$ cat config.mk
export PLATFORM = sky130hd
export DESIGN_NAME = fp_sig_divider_iter
export DESIGN_NICKNAME = d
export VERILOG_FILES = /design/src/rtl/fp_sig_divider_iter.sv
export SDC_FILE = /design/constraint.sdc
export NUM_CORES = 1
export LEC_CHECK = 0
export ABC_CLOCK_PERIOD_IN_PS = 7500
export CORE_UTILIZATION = 56
export CTS_BUF_LIST = sky130_fd_sc_hd__clkbuf_16
export CTS_CLUSTER_SIZE = 40
export DETAILED_ROUTE_END_ITERATION = 8
export PLACE_DENSITY_LB_ADDON = 0.2
export SETUP_SLACK_MARGIN = 0.3
export SLEW_MARGIN = 20
export SYNTH_ARGS = -nofsm -noshare
export SYNTH_HDL_FRONTEND = slang
export SYNTH_SLANG_ARGS = --single-unit
$ cat constraint.sdc
create_clock -name clk -period 7.5 [get_ports clk]
set_input_delay 2.25 -clock clk [delete_from_list [all_inputs] [get_ports clk]]
set_output_delay 2.25 -clock clk [all_outputs]
set_load 0.005 [all_outputs]
$ cat src/rtl/fp_sig_divider_iter.sv
// Iterative restoring divider for floating-point significands, one quotient bit per clock.
// Double mode produces MW+2 quotient bits; single mode produces SW+2 bits, left-aligned in q.
module fp_sig_divider_iter #(
  parameter int unsigned MW = 53,
  parameter int unsigned SW = 24
) (
  input  logic          clk,
  input  logic          rst,
  input  logic          in_valid,
  output logic          in_ready,
  input  logic          db,
  input  logic [MW-1:0] fa,
  input  logic [MW-1:0] fb,
  input  logic          flush,
  output logic          out_valid,
  input  logic          out_ready,
  output logic [MW+1:0] q,
  output logic          sticky,
  output logic          dbz
);

  localparam int unsigned QW = MW + 2;
  localparam int unsigned CW = $clog2(QW + 1);

  typedef enum logic [1:0] {StIdle, StIter, StDone} state_e;

  state_e          r_state;
  logic [CW-1:0]   r_cnt;
  logic [MW:0]     r_rem;
  logic [MW-1:0]   r_div;
  logic            r_db;
  logic [QW-1:0]   r_q;
  logic            r_sticky;
  logic            r_dbz;
  logic            r_out_valid;
  logic            r_in_ready;

  logic [MW-1:0]   w_fa_m;
  logic [MW-1:0]   w_fb_m;
  logic            w_ge;
  logic [MW:0]     w_sub;
  logic [MW:0]     w_rem_next;
  logic [QW-1:0]   w_q_shift;
  logic [QW-1:0]   w_q_final;
  logic            w_last;

  // Single mode keeps only the top SW bits of each operand.
  assign w_fa_m = db ? fa : {fa[MW-1:MW-SW], {(MW-SW){1'b0}}};
  assign w_fb_m = db ? fb : {fb[MW-1:MW-SW], {(MW-SW){1'b0}}};

  assign w_ge       = r_rem >= {1'b0, r_div};
  assign w_sub      = w_ge ? (r_rem - {1'b0, r_div}) : r_rem;
  assign w_rem_next = {w_sub[MW-1:0], 1'b0};
  assign w_q_shift  = {r_q[QW-2:0], w_ge};
  assign w_q_final  = r_db ? w_q_shift : (w_q_shift << (MW - SW));
  assign w_last     = r_cnt == CW'(1);

  always_ff @(posedge clk or posedge rst) begin
    if (rst) begin
      r_state     <= StIdle;
      r_cnt       <= '0;
      r_rem       <= '0;
      r_div       <= '0;
      r_db        <= 1'b0;
      r_q         <= '0;
      r_sticky    <= 1'b0;
      r_dbz       <= 1'b0;
      r_out_valid <= 1'b0;
      r_in_ready  <= 1'b1;
    end else if (flush) begin
      r_state     <= StIdle;
      r_out_valid <= 1'b0;
      r_in_ready  <= 1'b1;
    end else begin
      case (r_state)
        StIdle: begin
          if (in_valid) begin
            r_db       <= db;
            r_div      <= w_fb_m;
            r_rem      <= {1'b0, w_fa_m};
            r_cnt      <= db ? CW'(QW) : CW'(SW + 2);
            r_q        <= '0;
            r_sticky   <= 1'b0;
            r_dbz      <= (w_fb_m == '0);
            r_state    <= StIter;
            r_in_ready <= 1'b0;
          end
        end
        StIter: begin
          if (r_dbz) begin
            r_q         <= '1;
            r_sticky    <= 1'b0;
            r_cnt       <= '0;
            r_state     <= StDone;
            r_out_valid <= 1'b1;
          end else begin
            r_rem <= w_rem_next;
            r_cnt <= r_cnt - CW'(1);
            if (w_last) begin
              r_q         <= w_q_final;
              r_sticky    <= |w_rem_next;
              r_state     <= StDone;
              r_out_valid <= 1'b1;
            end else begin
              r_q <= w_q_shift;
            end
          end
        end
        StDone: begin
          if (out_ready) begin
            r_state     <= StIdle;
            r_out_valid <= 1'b0;
            r_in_ready  <= 1'b1;
          end
        end
        default: begin
          r_state     <= StIdle;
          r_out_valid <= 1'b0;
          r_in_ready  <= 1'b1;
        end
      endcase
    end
  end

  assign in_ready  = r_in_ready;
  assign out_valid = r_out_valid;
  assign q         = r_q;
  assign sticky    = r_sticky;
  assign dbz       = r_dbz;

endmodule

==> results of run 1 <==
-- routing by layer --
layer | vias to the layer above | wire length [um] | global-route usage
met3 | 68 | 2746 | 0.06422
met5 | - | 0 | 0
met2 | 503 | 17800 | 0.5685
met4 | 0 | 1063 | 0.1173
met1 | 5775 | 16810 | 0.4832
li1 | 5622 | - | -
-- worst max-delay path, stage by stage (launching register included) --
cell and delay (ns):
dfrtp_1 0.41, inv_1 0.09, ha_1 0.18, inv_1 0.06
fa_1 0.43, a211oi_1 0.41, o21a_1 0.27, or2_1 0.16
o21ai_1 0.18, o21ai_1 0.47, nand2_1 0.18, a21oi_4 0.49
buf_4 0.47, o211ai_1 0.16, a221o_1 0.36, nor4b_2 0.26
a31oi_1 0.11
-- registers in the layout, indices dropped and copies added (netlist names) --
register,count
dbz,1
in_ready,1
out_valid,1
q,55
r_cnt,6
r_db,1
r_div,53
r_rem,54
r_state,2
sticky,1
-- cell usage in the layout, fill, tap and decap left out, types with 15 or more instances in the layout --
cell and instances:
a211oi_1 33, a21oi_1 164, and2_1 33, buf_4 16, clkbuf_16 17, clkdlybuf4s50_1 170, dfrtp_1 173, ha_1 55
inv_1 76, mux2_2 25, mux2i_1 26, nand2_1 220, nand3_1 25, nand4_1 28, nor2_1 99, nor3_1 18
nor4_1 24, o21ai_0 169, o22ai_1 29, xnor2_1 26, xor2_1 15
-- kinds of logic after synthesis --
group / Yosys count
fa+ha+maj: 56
flops: 175
xor+xnor: 41
mux: 51
simple gates: 506
compound gates: 511
buf+inv: 169
-- cell type report --
cell class,count,area [um2],share of cell area
Multi-Input combinational cell,1165,7023,0.4852
Sequential cell,175,4382,0.3027
Tap cell,275,344.1,0.02377
Timing Repair Buffer,186,1822,0.1259
Clock inverter,15,183.9,0.01271
Inverter,77,294.0,0.02031
Clock buffer,17,425.4,0.02939
-- worst max path at each step --
stage / from / to / cells after the start
floorplan: rst / dbz / 1
global placement: r_rem[0] / sticky / 16
detailed placement: r_rem[0] / sticky / 16
CTS: r_rem[0] / sticky / 16
global route: r_rem[0] / sticky / 16
finish: r_rem[0] / sticky / 16
-- stage by stage --
stage | total power [W] | hold WS, ns | std cells
final | 0.004883 | 0.4842 | 1910
after detailed placement | 0.003898 | 0.4714 | 1878
after floorplan | 0.003215 | 0.4498 | 1509
after global routing | 0.005189 | 0.5125 | 1910
after global placement | 0.003882 | 0.4620 | 1878
after CTS | 0.004825 | 0.4904 | 1910
-- power by group through the flow --
stage          Clock (W)  Combinational [W]  Sequential (W)
2_1_floorplan          0            0.00199         0.00122
3_3_place_gp           0            0.00260         0.00128
3_5_place_dp           0            0.00261         0.00129
4_1_cts         0.000924            0.00263         0.00127
5_1_grt         0.000963            0.00293         0.00130
6_report        0.000914            0.00269         0.00128
==> summary.md, run 1 <==
| Metric | Value |
|---|---|
| CTS Hold Bufs | `0` |
| Max_slew headroom | `0.2977` |
| CTS max path bufs | `2` |
| Port bufs | `170` |
| Worst EP required | `7.82 ns` |
| Post-Synth Adder-Cell Area | `0.05864` |
| Critical path startpoint category | `register` |
| Predominant post-synthesis flop cell | `dfrtp_1` |
| Largest area contributor in the netlist | `dfrtp_1` |
| Final #Nets | `roughly 1800` |
| Register bit total from synthesis | `175` |
| Largest family of logic cells by synthesized area | `compound AO/OA/AOI/OAI gates` |
| Vias | `11970` |
| Worst setup EP type | `register` |
| Post-synth top area share | `0.3605` |
| Ys Warns | `0` |
| Inserted Clock Buffers | `17` |
| Vias per cell | `between 6 and 7` |
| Crit Path Category | `reg2reg` |
| GRT Total Usage | `0.3542` |
| Slew Limit Fails | `0` |
| Minimum clock period | `~4.9 ns` |
| Vias in the first global route | `~11000` |
| Clock power frac | `0.187` |
| Netlist cell types | `75` |
| Cell Area, Placed | `about 14000 um2` |
| Synth area leaders | `dfrtp_1 36%, o21ai_0 7.0%, a21oi_1 6.8%` |
| Sum Neg Setup Slack | `0 ns` |
| Mux contribution to synthesized area | `0.04486` |
| Hold path start | `r_div[1]` |
| Unrepaired setup endpoints after global routing | `no` |
| Root buffer cell | `clkbuf_16` |
| Fmax | `approximately 210 MHz` |
| # DRC | `0` |
| Detailed-router iteration count before antenna repair | `5` |
| CP arrival | `5.17 ns` |
| Worst Tran Pin Value | `1.051 ns` |
| Top-count cell post-synth | `nand2_1` |
| Compound-Gate Fraction of Synth Area | `0.2484` |
| Layout cell share with drive strength beyond 1 | `0.06177` |
| DRT iter0 DRCs | `about 990` |
| RD Place Congestion | `1.039` |
| Largest net degree at the start of global routing | `83` |
| R2R depth | `16` |
| Hold Path Sink | `r_div[1]` |
| Post-route clock skew | `around 0.015 ns` |
| Switching pwr | `between 0.002 and 0.0025 W` |
| Core Util, Final | `0.6864` |
| Internal power | `0.002568 W` |
| Sw Share | `0.4741` |
| Asr flop ratio synth | `1.000` |
| CTS tree | `yes` |
| Setup bufs post-CTS | `0` |
| Antenna cells | `0` |
| Routed Antenna Nets | `0` |
| Leakage | `around 6.0 nW` |
| Comb pwr share | `0.551` |
| Routed WL per cell | `roughly 20 um` |
| Seq pwr share | `0.262` |
| Setup WS post-layout | `approximately 2.6 ns` |
| Die ar. | `about 22000 um2` |
| Initial Util | `0.5727` |
| Gr ovfl total | `0` |
| IO Count | `approximately 170` |
| Pre-CTS WS | `2.829 ns` |
| Post-synth top cells | `220 x nand2_1, 174 x dfrtp_1, 169 x o21ai_0` |
| Hold Crit Class | `reg2reg` |
| Final setup viols | `0` |
| Critical R2R Capture | `sticky` |
| Mapped Nets | `between 1500 and 2000` |
| # Max-Cap Violations | `0` |
| Post-synth EDFFs | `0` |
| Vert. Die Dim | `148.9 um` |
| Sequential share of the synthesized area | `0.3627` |
| Hold depth | `2` |
| Fin area | `roughly 14000 um2` |
| Core area | `about 21000 um2` |
| Reg2reg start | `r_rem[0]` |
| CTS clk-pin slew, worst paths | `roughly 0.08 ns` |
| H-tree levels | `4` |
| Initial antenna violation count | `0` |
| Tcrit/Tclk final | `0.6470` |
| DP Wirelength | `28610 um` |
| Syn Inst Count | `1509` |
| Status | `completed` |
| Synth Cell Area | `12080 um2` |
| CTS Sinks | `175` |
| Power per cell area | `about 340 nW/um2` |
| # fillers | `~1800` |
| Endpoints failing hold | `0` |
| Die width | `about 150 um` |
| WL final | `between 30000 and 40000 um` |
| Avg Inst Size Synth | `approximately 8 um2` |
| Synth Area in Simple Gates | `0.1975` |
| Synthesis-to-layout area growth | `19.85%` |
| Placement Rows | `53` |
| Skew-Pair Late Insertion Delay | `~0.44 ns` |
| Crit-path max FO | `38` |
| # resized after CTS | `0` |
| VDD IR max | `~0.17 mV` |
| FF-to-FF setup slack | `2.65 ns` |
| First-pass GRT wire length | `between 60000 and 70000 um` |
| Post-Synth XOR/XNOR Area | `0.02973` |
Note: power is estimated with default switching activity, not from simulation.
==> run 2: changes to the inputs <==
--- a/config.mk
+++ b/config.mk
@@ -5,8 +5,8 @@
 export SDC_FILE = /design/constraint.sdc
 export NUM_CORES = 1
 export LEC_CHECK = 0
-export ABC_CLOCK_PERIOD_IN_PS = 7500
-export CORE_UTILIZATION = 56
+export ABC_CLOCK_PERIOD_IN_PS = 4400
+export CORE_UTILIZATION = 51
 export CTS_BUF_LIST = sky130_fd_sc_hd__clkbuf_16
 export CTS_CLUSTER_SIZE = 40
 export DETAILED_ROUTE_END_ITERATION = 8
==> constraint.sdc (replaced) <==
create_clock -name clk -period 4.4 [get_ports clk]
set_input_delay 1.32 -clock clk [delete_from_list [all_inputs] [get_ports clk]]
set_output_delay 1.32 -clock clk [all_outputs]
set_load 0.005 [all_outputs]
==> run 2 against run 1 <==
Compared with the run above:
- first-iteration DRC count shrank 8.1%
- clock skew grew 0.0021 ns
- die area grew 9.7%
- clock-buffer cell count is the same
- final cell count grew 3.2%
- global-route usage shrank 1.6 points
- utilization shrank 3.8 points
- wire length grew 5.4%
- total power grew 77%
- sequential share of layout area shrank 0.78 points
- largest cell class unchanged
==> summary.md, run 2 (synthesis results as in run 1) <==
| Metric | Value |
|---|---|
| Status | `completed` |
| Die ar. | `24300 um2 (+9.7%)` |
| Routed Antenna Nets | `0 (unchanged)` |
| Worst setup EP type | `register` |
| Synthesis-to-layout area growth | `23.00%` |
| CP cell instances | `inv_1 > ha_1 > a21oi_1 > o21ai_0 > nor3_1 > a211oi_1 > o21ai_0 > o31ai_1 > xnor2_1 > nand3_1 > a221o_1 > nor4b_2 > a31oi_1` |
| Critical path's top delay family | `compound AO/OA/AOI/OAI gates` |
| Core area | `22920 um2 (+8.7%)` |
| Crit-path max FO | `8 (-79%)` |
| VDD IR max | `0.2687 mV (+60%)` |
| CTS Hold Bufs | `0 (unchanged)` |
| Max_slew headroom | `0.3024 (+0.004723)` |
| Worst Tran Pin Value | `1.044 ns (-0.007066 ns)` |
| CTS max path bufs | `2 (unchanged)` |
| Unrepaired setup endpoints after global routing | `yes` |
| Fmax | `247.1 MHz (+20%)` |
| Leading cell type in the layout, fill and taps excluded | `nand2_1` |
| Initial Util | `0.5270 (-0.04568)` |
| Leakage | `6.087 nW (+2.0%)` |
| Skew-Pair Late Insertion Delay | `0.45 ns (about the same)` |
| Vert. Die Dim | `155.9 um (+4.7%)` |
| Crit Path Category | `reg2reg` |
| Sum Neg Setup Slack | `0 ns (unchanged)` |
| Post-route clock skew | `0.01724 ns (+0.002089 ns)` |
| Final #Nets | `1813 (+1.3%)` |
| Initial antenna violation count | `1 (+1)` |
| Hold Crit Class | `reg2reg` |
| Critical path startpoint category | `register` |
| Gr ovfl total | `0 (unchanged)` |
| Vias per cell | `6.064 (-3.2%)` |
| CTS tree | `yes` |
| Final setup viols | `0 (unchanged)` |
| Largest register FFs | `55 (unchanged)` |
| First-pass GRT wire length | `63670 um (+4.0%)` |
| Die width | `155.9 um (+4.7%)` |
| Tcrit/Tclk final | `0.9197 (+0.2726)` |
| CTS clk-pin slew, worst paths | `0.08 ns (about the same)` |
| DRT iter0 DRCs | `906 (-8.1%)` |
| Minimum clock period | `4.046 ns (-0.8062 ns)` |
| RD Place Congestion | `0.9677 (-6.8%)` |
| Endpoints failing hold | `0 (unchanged)` |
| Largest net degree at the start of global routing | `64 (-23%)` |
| Placement Rows | `55 (+3.8%)` |
| Vias in the first global route | `11720 (+3.6%)` |
| WL final | `40480 um (+5.4%)` |
| H-tree levels | `4 (unchanged)` |
| Worst EP required | `4.71 ns (-3.11 ns)` |
| CP arrival | `4.36 ns (-0.81 ns)` |
| Bufs and invs on worst path | `1 (-2)` |
| Commonest non-fill, non-tap cells in the layout | `218 x nand2_1, 173 x dfrtp_1, 170 x clkdlybuf4s50_1` |
| # DRC | `0 (unchanged)` |
| DP Wirelength | `30640 um (+7.1%)` |
| Detailed-router iteration count before antenna repair | `5 (unchanged)` |
| Pwr Total | `0.008628 W (+77%)` |
| Crit path largest cell delay | `0.53 ns (+0.04 ns)` |
| Most used cell, CP | `o21ai_0` |
| Routed WL per cell | `20.54 um (+2.1%)` |
| # Max-Cap Violations | `0 (unchanged)` |
| Root buffer cell | `clkbuf_16` |
| IO Count | `171 (unchanged)` |
| Inserted Clock Buffers | `17 (unchanged)` |
| Slowest CP cell | `ha_1` |
| Layout cell share with drive strength beyond 1 | `0.09777 (+0.03599)` |
| Power per cell area | `580.8 nW/um2 (+72%)` |
| Slew Limit Fails | `0 (unchanged)` |
| Vias | `11950 (-0.13%)` |
| Port bufs | `170 (unchanged)` |
| CTS Sinks | `175 (unchanged)` |
| GRT Total Usage | `0.3380 (-0.01617)` |
==> run 2: cell count changes in the layout (fill, tap and decap cells not counted), sizes merged <==
cell and delta:
buf +23, clkinv -3, clkinvlp +1, diode +1
inv +1
==> run 2: worst reg2reg max path, cell delays in order (launching register included) <==
cell and delay, ns:
dfrtp_1 0.35, inv_1 0.11, ha_1 0.53, a21oi_1 0.13, o21ai_0 0.45, nor3_1 0.12, a211oi_1 0.52, o21ai_0 0.24
o31ai_1 0.37, xnor2_1 0.22, nand3_1 0.17, a221o_1 0.34, nor4b_2 0.27, a31oi_1 0.10
==> run 2: final cells by class <==
type / count / area [um2]
inverters: 77 / 292.8
clock buffers: 17 / 425.4
fillers: 2006 / 8061
well taps: 313 / 391.6
flip-flops and latches: 175 / 4382
multi-input cells: 1165 / 7168
repair buffers: 209 / 2032
clock inverters: 14 / 160.2
diodes: 1 / 2.502
==> run 2: power by group <==
group	leakage, nW	internal [W]	switching, W	total (W)
Clock	0.288	0.000767	0.000779	0.00155
Combinational	3.56	0.00188	0.00304	0.00492
Sequential	2.24	0.00188	0.000280	0.00216
Total	6.09	0.00453	0.00410	0.00863
==> run 2: metal layers <==
layer	up-vias	share of wire	global-route usage
met2	427	0.46	0.5417
met3	66	0.067	0.05806
met1	5785	0.44	0.4565
met5	-	0	0
met4	0	0.032	0.1279
li1	5675	-	-
==> run 2: metrics by stage <==
| stage | util | area, um2 | worst slack, ns | std cells | hold WS (ns) |
|---|---|---|---|---|---|
| after floorplan | - | 12080 | 0.6797 | 1509 | 0.4498 |
| after global placement | 0.6146 | 14080 | 0.1883 | 1934 | 0.4637 |
| after detailed placement | 0.6146 | 14080 | 0.02981 | 1934 | 0.4710 |
| after CTS | 0.6414 | 14700 | 0.3095 | 1966 | 0.4883 |
| after global routing | 0.6481 | 14850 | 0.1881 | 1970 | 0.5149 |
| final | 0.6482 | 14850 | 0.3535 | 1971 | 0.4849 |
==> run 2: path summary, 6_finish.rpt <==
path | depth (start not counted) | endpoint | start | slack (ns)
hold reg to reg | 2 | r_div[4] | r_div[4] | 0.48
max in group asynchronous | 3 | in_ready | rst | 2.32
hold / removal | 2 | r_div[4] | r_div[4] | 0.48
min in group asynchronous | 2 | r_div[15] | rst | 1.32
setup reg to reg | 13 | sticky | r_div[16] | 0.35
setup / recovery | 13 | sticky | r_div[16] | 0.35
==> run 2: repair_timing <==
| item | 4_1_cts | 5_1_grt |
|---|---|---|
| buffers inserted | 1 | 4 |
| endpoints found under the setup margin | 1 | 4 |
| resized for setup | 7 | 34 |
| pin swaps | 2 | 14 |
==> run 3: changes to the inputs <==
--- a/config.mk
+++ b/config.mk
@@ -12,6 +12,7 @@
 export DETAILED_ROUTE_END_ITERATION = 8
 export PLACE_DENSITY_LB_ADDON = 0.2
 export SETUP_SLACK_MARGIN = 0.3
+export SKIP_LAST_GASP = 1
 export SLEW_MARGIN = 20
 export SYNTH_ARGS = -nofsm -noshare
 export SYNTH_HDL_FRONTEND = slang
==> results of run 3 <==
Same layout as run 2: the final DEF is identical, and so are final timing and power.
